$ cat src/rtl/reorder_buffer_pkg.sv
// Shared types and constants for the reorder buffer: entry layout, depth and tag widths.
// Optional performance counters in reorder_buffer are enabled with `define ROB_PERF_EN.
package reorder_buffer_pkg;

  localparam int ROB_DEPTH = 32;
  localparam int IDX_W     = $clog2(ROB_DEPTH);
  localparam int CNT_W     = IDX_W + 1;
  localparam int PREG_W    = 7;

  typedef struct packed {
    logic              valid;
    logic              done;
    logic              has_dest;
    logic [PREG_W-1:0] pd_new;
    logic [PREG_W-1:0] pd_old;
  } rob_entry_t;

  // Position of a tag relative to head in program order; 0 is the oldest entry.
  function automatic logic [IDX_W-1:0] rob_age(input logic [IDX_W-1:0] tag,
                                               input logic [IDX_W-1:0] head);
    return tag - head;
  endfunction

endpackage

$ cat src/rtl/reorder_buffer.sv
// Circular in-order retirement queue with completion tracking and mispredict flush.
// `define ROB_PERF_EN adds saturating perf_commits / perf_full_stalls counters.
module reorder_buffer
  import reorder_buffer_pkg::*;
(
  input  logic              clk,
  input  logic              reset,
`ifdef ROB_PERF_EN
  output logic [31:0]       perf_commits,
  output logic [31:0]       perf_full_stalls,
`endif
  input  logic              alloc_valid,
  input  logic [PREG_W-1:0] alloc_pd_new,
  input  logic [PREG_W-1:0] alloc_pd_old,
  input  logic              alloc_has_dest,
  output logic              rob_full,
  output logic [IDX_W-1:0]  rob_index_in,
  input  logic              cmp_alu_valid,
  input  logic [IDX_W-1:0]  cmp_alu_tag,
  input  logic              cmp_mem_valid,
  input  logic [IDX_W-1:0]  cmp_mem_tag,
  input  logic              cmp_b_valid,
  input  logic [IDX_W-1:0]  cmp_b_tag,
  input  logic              cmp_b_mispredict,
  output logic              mispredict,
  output logic [IDX_W-1:0]  mispredict_tag,
  output logic              commit_valid,
  output logic [PREG_W-1:0] commit_pd_old,
  output logic [PREG_W-1:0] commit_pd_new,
  output logic              commit_has_dest
);

  rob_entry_t        entries_q [ROB_DEPTH];
  rob_entry_t        entries_d [ROB_DEPTH];
  logic [IDX_W-1:0]  head_q, head_d, tail_q, tail_d;
  logic [CNT_W-1:0]  count_q, count_d;
  logic              mispredict_q, mispredict_d;
  logic [IDX_W-1:0]  mispredict_tag_q, mispredict_tag_d;
  logic              commit_valid_q, commit_valid_d;
  logic [PREG_W-1:0] commit_pd_old_q, commit_pd_old_d;
  logic [PREG_W-1:0] commit_pd_new_q, commit_pd_new_d;
  logic              commit_has_dest_q, commit_has_dest_d;
  logic              flush, commit_pop, alloc_acc;
`ifdef ROB_PERF_EN
  logic [31:0]       perf_commits_q, perf_commits_d;
  logic [31:0]       perf_full_stalls_q, perf_full_stalls_d;
`endif

  assign rob_full        = (count_q == CNT_W'(ROB_DEPTH));
  assign rob_index_in    = tail_q;
  assign mispredict      = mispredict_q;
  assign mispredict_tag  = mispredict_tag_q;
  assign commit_valid    = commit_valid_q;
  assign commit_pd_old   = commit_pd_old_q;
  assign commit_pd_new   = commit_pd_new_q;
  assign commit_has_dest = commit_has_dest_q;

  // Next-state computation: completions, flush mask, allocation, retirement.
  always_comb begin
    entries_d  = entries_q;
    head_d     = head_q;
    tail_d     = tail_q;
    count_d    = count_q;
    flush      = cmp_b_valid & cmp_b_mispredict;
    commit_pop = entries_q[head_q].valid & entries_q[head_q].done;
    alloc_acc  = alloc_valid & ~rob_full & ~flush;

    if (cmp_alu_valid && entries_q[cmp_alu_tag].valid) entries_d[cmp_alu_tag].done = 1'b1;
    else                                               entries_d[cmp_alu_tag].done = entries_q[cmp_alu_tag].done;
    if (cmp_mem_valid && entries_q[cmp_mem_tag].valid) entries_d[cmp_mem_tag].done = 1'b1;
    else                                               entries_d[cmp_mem_tag].done = entries_d[cmp_mem_tag].done;
    if (cmp_b_valid && entries_q[cmp_b_tag].valid)     entries_d[cmp_b_tag].done   = 1'b1;
    else                                               entries_d[cmp_b_tag].done   = entries_d[cmp_b_tag].done;

    if (flush) begin
      // Younger-than-branch entries are squashed after completions so late done bits are dropped.
      for (int i = 0; i < ROB_DEPTH; i++) begin
        if (rob_age(IDX_W'(i), head_q) > rob_age(cmp_b_tag, head_q)) begin
          entries_d[i].valid = 1'b0;
          entries_d[i].done  = 1'b0;
        end else begin
          entries_d[i] = entries_d[i];
        end
      end
      tail_d  = cmp_b_tag + IDX_W'(1);
      count_d = CNT_W'(rob_age(cmp_b_tag, head_q)) + CNT_W'(1) - CNT_W'(commit_pop);
    end else begin
      if (alloc_acc) begin
        entries_d[tail_q] = '{valid: 1'b1, done: 1'b0, has_dest: alloc_has_dest,
                              pd_new: alloc_pd_new, pd_old: alloc_pd_old};
        tail_d = tail_q + IDX_W'(1);
      end else begin
        tail_d = tail_q;
      end
      count_d = count_q + CNT_W'(alloc_acc) - CNT_W'(commit_pop);
    end

    if (commit_pop) begin
      entries_d[head_q].valid = 1'b0;
      entries_d[head_q].done  = 1'b0;
      head_d                  = head_q + IDX_W'(1);
      commit_pd_old_d         = entries_q[head_q].pd_old;
      commit_pd_new_d         = entries_q[head_q].pd_new;
      commit_has_dest_d       = entries_q[head_q].has_dest;
    end else begin
      commit_pd_old_d         = '0;
      commit_pd_new_d         = '0;
      commit_has_dest_d       = 1'b0;
    end
    commit_valid_d   = commit_pop;
    mispredict_d     = flush;
    mispredict_tag_d = flush ? cmp_b_tag : '0;

`ifdef ROB_PERF_EN
    if (commit_pop && perf_commits_q != 32'hFFFF_FFFF) perf_commits_d = perf_commits_q + 32'd1;
    else                                               perf_commits_d = perf_commits_q;
    if (alloc_valid && rob_full && perf_full_stalls_q != 32'hFFFF_FFFF)
      perf_full_stalls_d = perf_full_stalls_q + 32'd1;
    else
      perf_full_stalls_d = perf_full_stalls_q;
`endif
  end

  // State and registered outputs, synchronous active-high reset.
  always_ff @(posedge clk) begin
    if (reset) begin
      entries_q         <= '{default: '0};
      head_q            <= '0;
      tail_q            <= '0;
      count_q           <= '0;
      mispredict_q      <= 1'b0;
      mispredict_tag_q  <= '0;
      commit_valid_q    <= 1'b0;
      commit_pd_old_q   <= '0;
      commit_pd_new_q   <= '0;
      commit_has_dest_q <= 1'b0;
`ifdef ROB_PERF_EN
      perf_commits_q     <= 32'd0;
      perf_full_stalls_q <= 32'd0;
`endif
    end else begin
      entries_q         <= entries_d;
      head_q            <= head_d;
      tail_q            <= tail_d;
      count_q           <= count_d;
      mispredict_q      <= mispredict_d;
      mispredict_tag_q  <= mispredict_tag_d;
      commit_valid_q    <= commit_valid_d;
      commit_pd_old_q   <= commit_pd_old_d;
      commit_pd_new_q   <= commit_pd_new_d;
      commit_has_dest_q <= commit_has_dest_d;
`ifdef ROB_PERF_EN
      perf_commits_q     <= perf_commits_d;
      perf_full_stalls_q <= perf_full_stalls_d;
`endif
    end
  end

`ifdef ROB_PERF_EN
  assign perf_commits     = perf_commits_q;
  assign perf_full_stalls = perf_full_stalls_q;
`endif

endmodule

$ cat config.mk
export PLATFORM = sky130hd
export DESIGN_NAME = reorder_buffer
export DESIGN_NICKNAME = d
export VERILOG_FILES = /design/src/rtl/reorder_buffer_pkg.sv /design/src/rtl/reorder_buffer.sv
export SDC_FILE = /design/constraint.sdc
export NUM_CORES = 2
export LEC_CHECK = 0
export BUFFER_PORTS_ARGS = -buffer_cell sky130_fd_sc_hd__buf_2
export CAP_MARGIN = 10
export CORE_MARGIN = 4
export CORE_UTILIZATION = 30
export DETAILED_ROUTE_END_ITERATION = 16
export SYNTH_ARGS = -nofsm -noshare
export SYNTH_HDL_FRONTEND = slang
export SYNTH_SLANG_ARGS = --single-unit
$ cat constraint.sdc
create_clock -name clk -period 6.1 [get_ports clk]
set_input_delay 0.305 -clock clk [delete_from_list [all_inputs] [get_ports clk]]
set_output_delay 0.305 -clock clk [all_outputs]
set_load 0.05 [all_outputs]
**Word level (Yosys, flattened, before mapping)**

Cells that the tools add are included.

- Register bits after elaboration: 582
- Bits in latches: 0
- RAM bits: 0
- Bits in read-only memories: 0
- Input port bits: 37
- Output and inout port bits: 28
- Memories: 0

- Add/sub/neg operators: 40
- Multiply operators: 0
- Divide/modulo/power cells: 0
- $lt $le $gt $ge: 42
- Equal/unequal tests: 1
- Shifts and indexed selects: 0
- Mux-type cells: 80
- Bitwise gates (word level): 12
- Reductions and logical operators: 11

Operator list:

| cell | number |
|---|---|
| bitwise mux 544 bit | 9 |
| two-way mux 544 bit | 6 |
| binary-select mux 17 bit (select 5 bit) | 6 |
| demux 17 bit (select 5 bit) | 6 |
| two-way mux 17 bit | 10 |
| greater-than comparator 5 bit | 32 |
| two-way mux 16 bit | 8 |
| subtractor 5 bit (first input constant) | 16 |
| two-way mux 2 bit | 32 |
| subtractor 4 x 5 -> 5 bit (first input constant) | 8 |
| >= comparator 6 bit (second input constant) | 5 |
| < comparator 6 x 1 -> 1 bit (second input constant) | 5 |
| NOT 5 -> 6 bit | 5 |
| subtractor 3 x 5 -> 5 bit (first input constant) | 4 |
| adder 5 x 1 -> 5 bit (second input constant) | 3 |
| subtractor 6 x 1 -> 6 bit | 2 |
| two-way mux 5 bit | 2 |
| subtractor 1 x 5 -> 5 bit (first input constant) | 2 |
| subtractor 2 x 5 -> 5 bit (first input constant) | 2 |
| logical AND 1 bit | 8 |
| adder 5 x 1 -> 6 bit (second input constant) | 1 |
| adder 6 x 1 -> 6 bit | 1 |
| == test 6 bit (second input constant) | 1 |
| two-way mux 6 bit | 1 |
| other kinds (5) | 11 |

**Depth between registers and ports, before layout**

- Word-level depth: 23
- Gate-level depth with buffers: 22
- Mapped depth without buffers: 19

**Worst setup path before layout**

No wires, ideal clock.

- Path type: input port to flip-flop
- From: in cmp_b_tag[0]
- To: reg entries_q[219] in the netlist's numbering
- Arrival: 5.053 ns
- Slack: 0.972 ns
- Stages on the path: 15
- Path through: clkbuf_1 > clkbuf_1 > clkinv_1 > ha_1 > inv_1 > fa_1 > a21o_1 > a21oi_1 > xnor2_1 > ha_1 > a21oi_1 > a311oi_1 > a211o_1 > or3_1 > a31oi_1

- Longest elaborated chain between the ends: 13

RTL lines:

| element | line | text |
|---|---|---|
| from (decl) | reorder_buffer.sv:23 | `input logic [IDX_W-1:0] cmp_b_tag,` |
| NOT 5 -> 6 bit (implied by the code) | reorder_buffer.sv:72, reorder_buffer.sv:73 |  |
| >= comparator 6 bit (implied by the code) or < comparator 6 x 1 -> 1 bit (tied branches) | reorder_buffer.sv:72, reorder_buffer.sv:73 |  |
| logical AND 1 bit (implied by the code) | reorder_buffer.sv:72, reorder_buffer.sv:73 |  |
| two-way mux 16 bit (implied by the code) | reorder_buffer.sv:72, reorder_buffer.sv:73 |  |
| demux 17 bit (select 5 bit) | reorder_buffer.sv:72, reorder_buffer.sv:73 |  |
| bitwise mux 544 bit, on equally long branches | reorder_buffer.sv:73, reorder_buffer.sv:72 |  |
| two-way mux 544 bit | reorder_buffer.sv:72 | `if (cmp_b_valid && entries_q[cmp_b_tag].valid) entries_d[cmp_b_tag].done = 1'b1;` |
| bitwise mux 544 bit | reorder_buffer.sv:89 | `entries_d[tail_q] = '{valid: 1'b1, done: 1'b0, has_dest: alloc_has_dest,` |
| two-way mux 544 bit | reorder_buffer.sv:88 | `if (alloc_acc) begin` |
| two-way mux 544 bit (*) | reorder_buffer.sv:75 | `if (flush) begin` |
| bitwise mux 544 bit | reorder_buffer.sv:99 | `entries_d[head_q].valid = 1'b0;` |
| bitwise mux 544 bit | reorder_buffer.sv:100 | `entries_d[head_q].done = 1'b0;` |
| two-way mux 544 bit (*) | reorder_buffer.sv:98 | `if (commit_pop) begin` |
| to (signal assigned) | reorder_buffer.sv:142 | `entries_q <= entries_d;` |
| to (decl) | reorder_buffer.sv:33 | `rob_entry_t entries_q [ROB_DEPTH];` |

Mark *: on every way between the ends. The rest lies on a longest branch, timed or not. The select of a mux whose other input is x is not followed.
A chain may end at the register's enable or synchronous reset.

**Final worst setup path**

- From: reg entries_q[525] in the netlist's numbering
- To: reg entries_q[542] in the netlist's numbering

- Longest elaborated chain between the ends: 21

RTL lines:

| element | line | text |
|---|---|---|
| binary-select mux 17 bit (select 5 bit) | reorder_buffer.sv:69 | `else entries_d[cmp_alu_tag].done = entries_q[cmp_alu_tag].done;` |
| two-way mux 17 bit (implied by the code) (2 in series) | reorder_buffer.sv:69 |  |
| bitwise mux 544 bit | reorder_buffer.sv:69 |  |
| two-way mux 544 bit | reorder_buffer.sv:68 | `if (cmp_alu_valid && entries_q[cmp_alu_tag].valid) entries_d[cmp_alu_tag].done = 1'b1;` |
| binary-select mux 17 bit (select 5 bit) | reorder_buffer.sv:71 | `else entries_d[cmp_mem_tag].done = entries_d[cmp_mem_tag].done;` |
| two-way mux 16 bit (implied by the code) (2 in series) | reorder_buffer.sv:71 |  |
| bitwise mux 544 bit | reorder_buffer.sv:71 |  |
| two-way mux 544 bit | reorder_buffer.sv:70 | `if (cmp_mem_valid && entries_q[cmp_mem_tag].valid) entries_d[cmp_mem_tag].done = 1'b1;` |
| (+3 left out) | -- |  |
| bitwise mux 544 bit | reorder_buffer.sv:73 | `else entries_d[cmp_b_tag].done = entries_d[cmp_b_tag].done;` |
| two-way mux 544 bit | reorder_buffer.sv:72 |  |
| bitwise mux 544 bit | reorder_buffer.sv:89 |  |
| two-way mux 544 bit | reorder_buffer.sv:88 |  |
| two-way mux 544 bit | reorder_buffer.sv:75 |  |
| bitwise mux 544 bit | reorder_buffer.sv:99 |  |
| bitwise mux 544 bit | reorder_buffer.sv:100 |  |
| two-way mux 544 bit (*) | reorder_buffer.sv:98 |  |

Marked as above.

==> summary.txt <==
Run status
  – Status: finished clean

Drt
  – Avg WL per Cell: 23.1 µm
  – Vias per cell: 5.65
  – Vias: 28600
  – DRC: 0
  – Remaining antenna violation count: 0
  – First-pass detailed-route iteration total: 6
  – Drt first-iter violations: 3586
  – Routed wire length: 117 mm

Pwr
  – VDD IR max: 0.000243 V
  – P_leak: 11.3 nW
  – Pwr per Cell Area: 251 mW/mm²

STA
  – Max Slew Vio Count: 0
  – Period utilization: 76.5%
  – Setup TNS: 0 ns
  – Final setup violation count: 0
  – Slew HR: 15.7%
  – RSZ-0062 raised after global routing: false
  – Highest attainable clock frequency: 214 MHz
  – Pin slew with the least headroom to its limit: 1.26 ns
  – Tmin final: 4.67 ns
  – Clk_skew: 0.0542 ns
  – Final hold viol count: 0

Global route
  – First-pass GRT wire length: 174 mm
  – Initial antenna violation count: 1
  – Global route overflow: 0
  – Largest net degree at the start of global routing: 118
  – Global Route Usage Sum: 20.9%
  – Vias in the first global route: 26600

Place
  – Detailed placer's ending HPWL: 76.7 mm
  – Placer congestion estimate: 1.01
  – Port bufs: 64
  – Area post-placement: 0.0323 mm²

Setup path
  – WS Path Type: flop to flop
  – CP max stage delay: 0.60 ns
  – Crit path cell chain: mux4_2 -> a21oi_1 -> a21oi_1 -> a2111o_1 -> a2111oi_4 -> buf_4 -> o221ai_2 -> or4_1 -> buf_4 -> mux2i_1 -> a2bb2oi_2 -> o2111ai_2 -> nor3_4 -> a31oi_1
  – Crit end category: flop
  – Worst Path Max Fanout: 15
  – Reg2reg setup slack: 1.43 ns
  – R2R cell count: 14
  – CP Launch Type: flop
  – Worst EP required: 6.60 ns
  – RR Endpoint: entries_q[542]$_SDFF_PP0_
  – R2r startpoint: entries_q[525]$_SDFF_PP0_
  – CP Data Arrival Time: 5.17 ns
  – Max stage delay cell, worst path: nor3_4
  – Start point of the critical path: entries_q[525]$_SDFF_PP0_

Clock network
  – Clock root cell: clkbuf_16
  – Worst-path clk slew: 0.07 ns
  – Clk buf depth: 3
  – H-Tree Level Count: 2
  – Clk Latency, worst-skew pair: 0.68 ns
  – Setup bufs post-CTS: 0
  – Clk sinks: 582
  – CTS resizes: 0
  – CTS tree: done
  – Hold buffer count at CTS: 0
  – Total CTS buffers: 59

Final layout
  – Synthesis-to-layout area growth: 10.8%
  – Multi-input gate area: 0.0179 mm²
  – FILL cells: 10600
  – Fraction of layout instances using a drive strength above 1: 12.1%
  – Nets: 3785
  – Fin area: 0.0343 mm²
  – Register area: 0.0117 mm²
  – N_diodes: 0

Job
  – Max cap viols: 0

Logic synthesis
  – Yosys top cell area share: 37.7%
  – Ys async rst share: 0%
  – Synth Flop Type: dfxtp_1
  – Synth top cells by count: 1127 x nand2_1, 600 x a21oi_1, 582 x dfxtp_1
  – Number of flops mapped to enable cells by yosys: 0
  – Yosys top cell by area: dfxtp_1
  – Synthesized area per cell: 8.18 µm²
  – Flops & latches, synth: 582
  – Synth Instances: 3782
  – Seq/Total Area, Yosys: 37.7%
  – Most frequent cell after synthesis: nand2_1
  – Mapped Nets: 3918
  – Distinct cells, synth: 81
  – Ys Warns: 0
  – Cell area after synthesis: 0.0309 mm²
  – Main area contributors after synthesis: dfxtp_1 38%, nand2_1 14%, mux4_2 12%, a21oi_1 9.7%, ha_1 3.9%

Floorplanning
  – Die ar.: 0.108 mm²
  – Initial Util: 30.3%
  – # rows: 117
  – Core area: 0.102 mm²
  – Die H: 329 µm
  – Ports: 65
  – Die span in x: 329 µm

Hold path
  – Hold_sp: reset
  – Hold EP: head_q[2]$_SDFFE_PP0P_
  – Tightest Hold Check Type: input pin to flop
  – Hold path cells: 2
[cells by family after synthesis]
kind of cell,synth area share (%)
AND/OR/NAND/NOR,19.8
buffers and inverters,4.76
AO/OA/AOI/OAI,18.6
XOR/XNOR,1.33
adder cells (fa/ha/maj),4.05
flip-flops,37.7
multiplexers,13.8
[placed cells by master, fill, tap and decap left out, types with 60 or more instances in the layout]
master     netlist  routed
mux4_2         167     167
inv_1           60      60
buf_2           16      63
dfxtp_1        582     579
a21oi_1        600     600
o21ai_0         62      62
nor2_1         142     129
nand2_1       1127    1126
clkbuf_16        0      60
nand3_1         64      64
ha_1            97      97
[worst max-delay path, delay by kind of cell, from the launching register on]
kind                   cells  cell delay [ns]
AO/OA/AOI/OAI              8             1.78
buffers and inverters      2             0.48
flip-flops                 1             0.39
multiplexers               2             0.71
AND/OR/NAND/NOR            2             1.14
[metal layers]
metal	global-route usage [%]	part of all wire [%]
met4	9.55	5.0
met3	4.25	10
met1	28.6	41
met2	31.7	44
met5	0	0
[per-stage QoR]
step	util (%)	hold slack (ns)	total power [mW]	setup WS [ns]	instances
6_report	33.6	0.125	8.62	1.43	5061
3_5_place_dp	31.7	0.443	4.98	0.936	4956
2_1_floorplan	-	0.433	4.66	0.972	3782
3_3_place_gp	31.7	0.439	4.98	0.962	4956
5_1_grt	33.6	0.151	8.88	1.25	5061
4_1_cts	33.6	0.126	8.63	1.50	5061
[worst max-delay path by stage]
stage          cells past startpoint  slack [ns]                         to
2_1_floorplan                     15        0.97  entries_q[219]$_SDFF_PP0_
3_3_place_gp                      15        0.96  entries_q[372]$_SDFF_PP0_
3_5_place_dp                      15        0.94  entries_q[270]$_SDFF_PP0_
4_1_cts                           14        1.50  entries_q[270]$_SDFF_PP0_
5_1_grt                           14        1.25  entries_q[406]$_SDFF_PP0_
6_report                          14        1.43  entries_q[542]$_SDFF_PP0_
[area by class of cell]
class                      count  share of cell area (%)
clock inverter                24                   0.752
inverter                      64                   0.701
sequential                   582                    34.0
tap                         1368                    5.00
timing repair buffer         124                    2.39
multi-input combinational   2818                    52.2
clock buffer                  81                    4.93
[power by group]
group,internal [mW],switching (mW)
Combinational,0.312,0.681
Clock,2.04,1.65
Sequential,3.86,0.0757
Total,6.21,2.41
(Power assumes the default switching activity.)
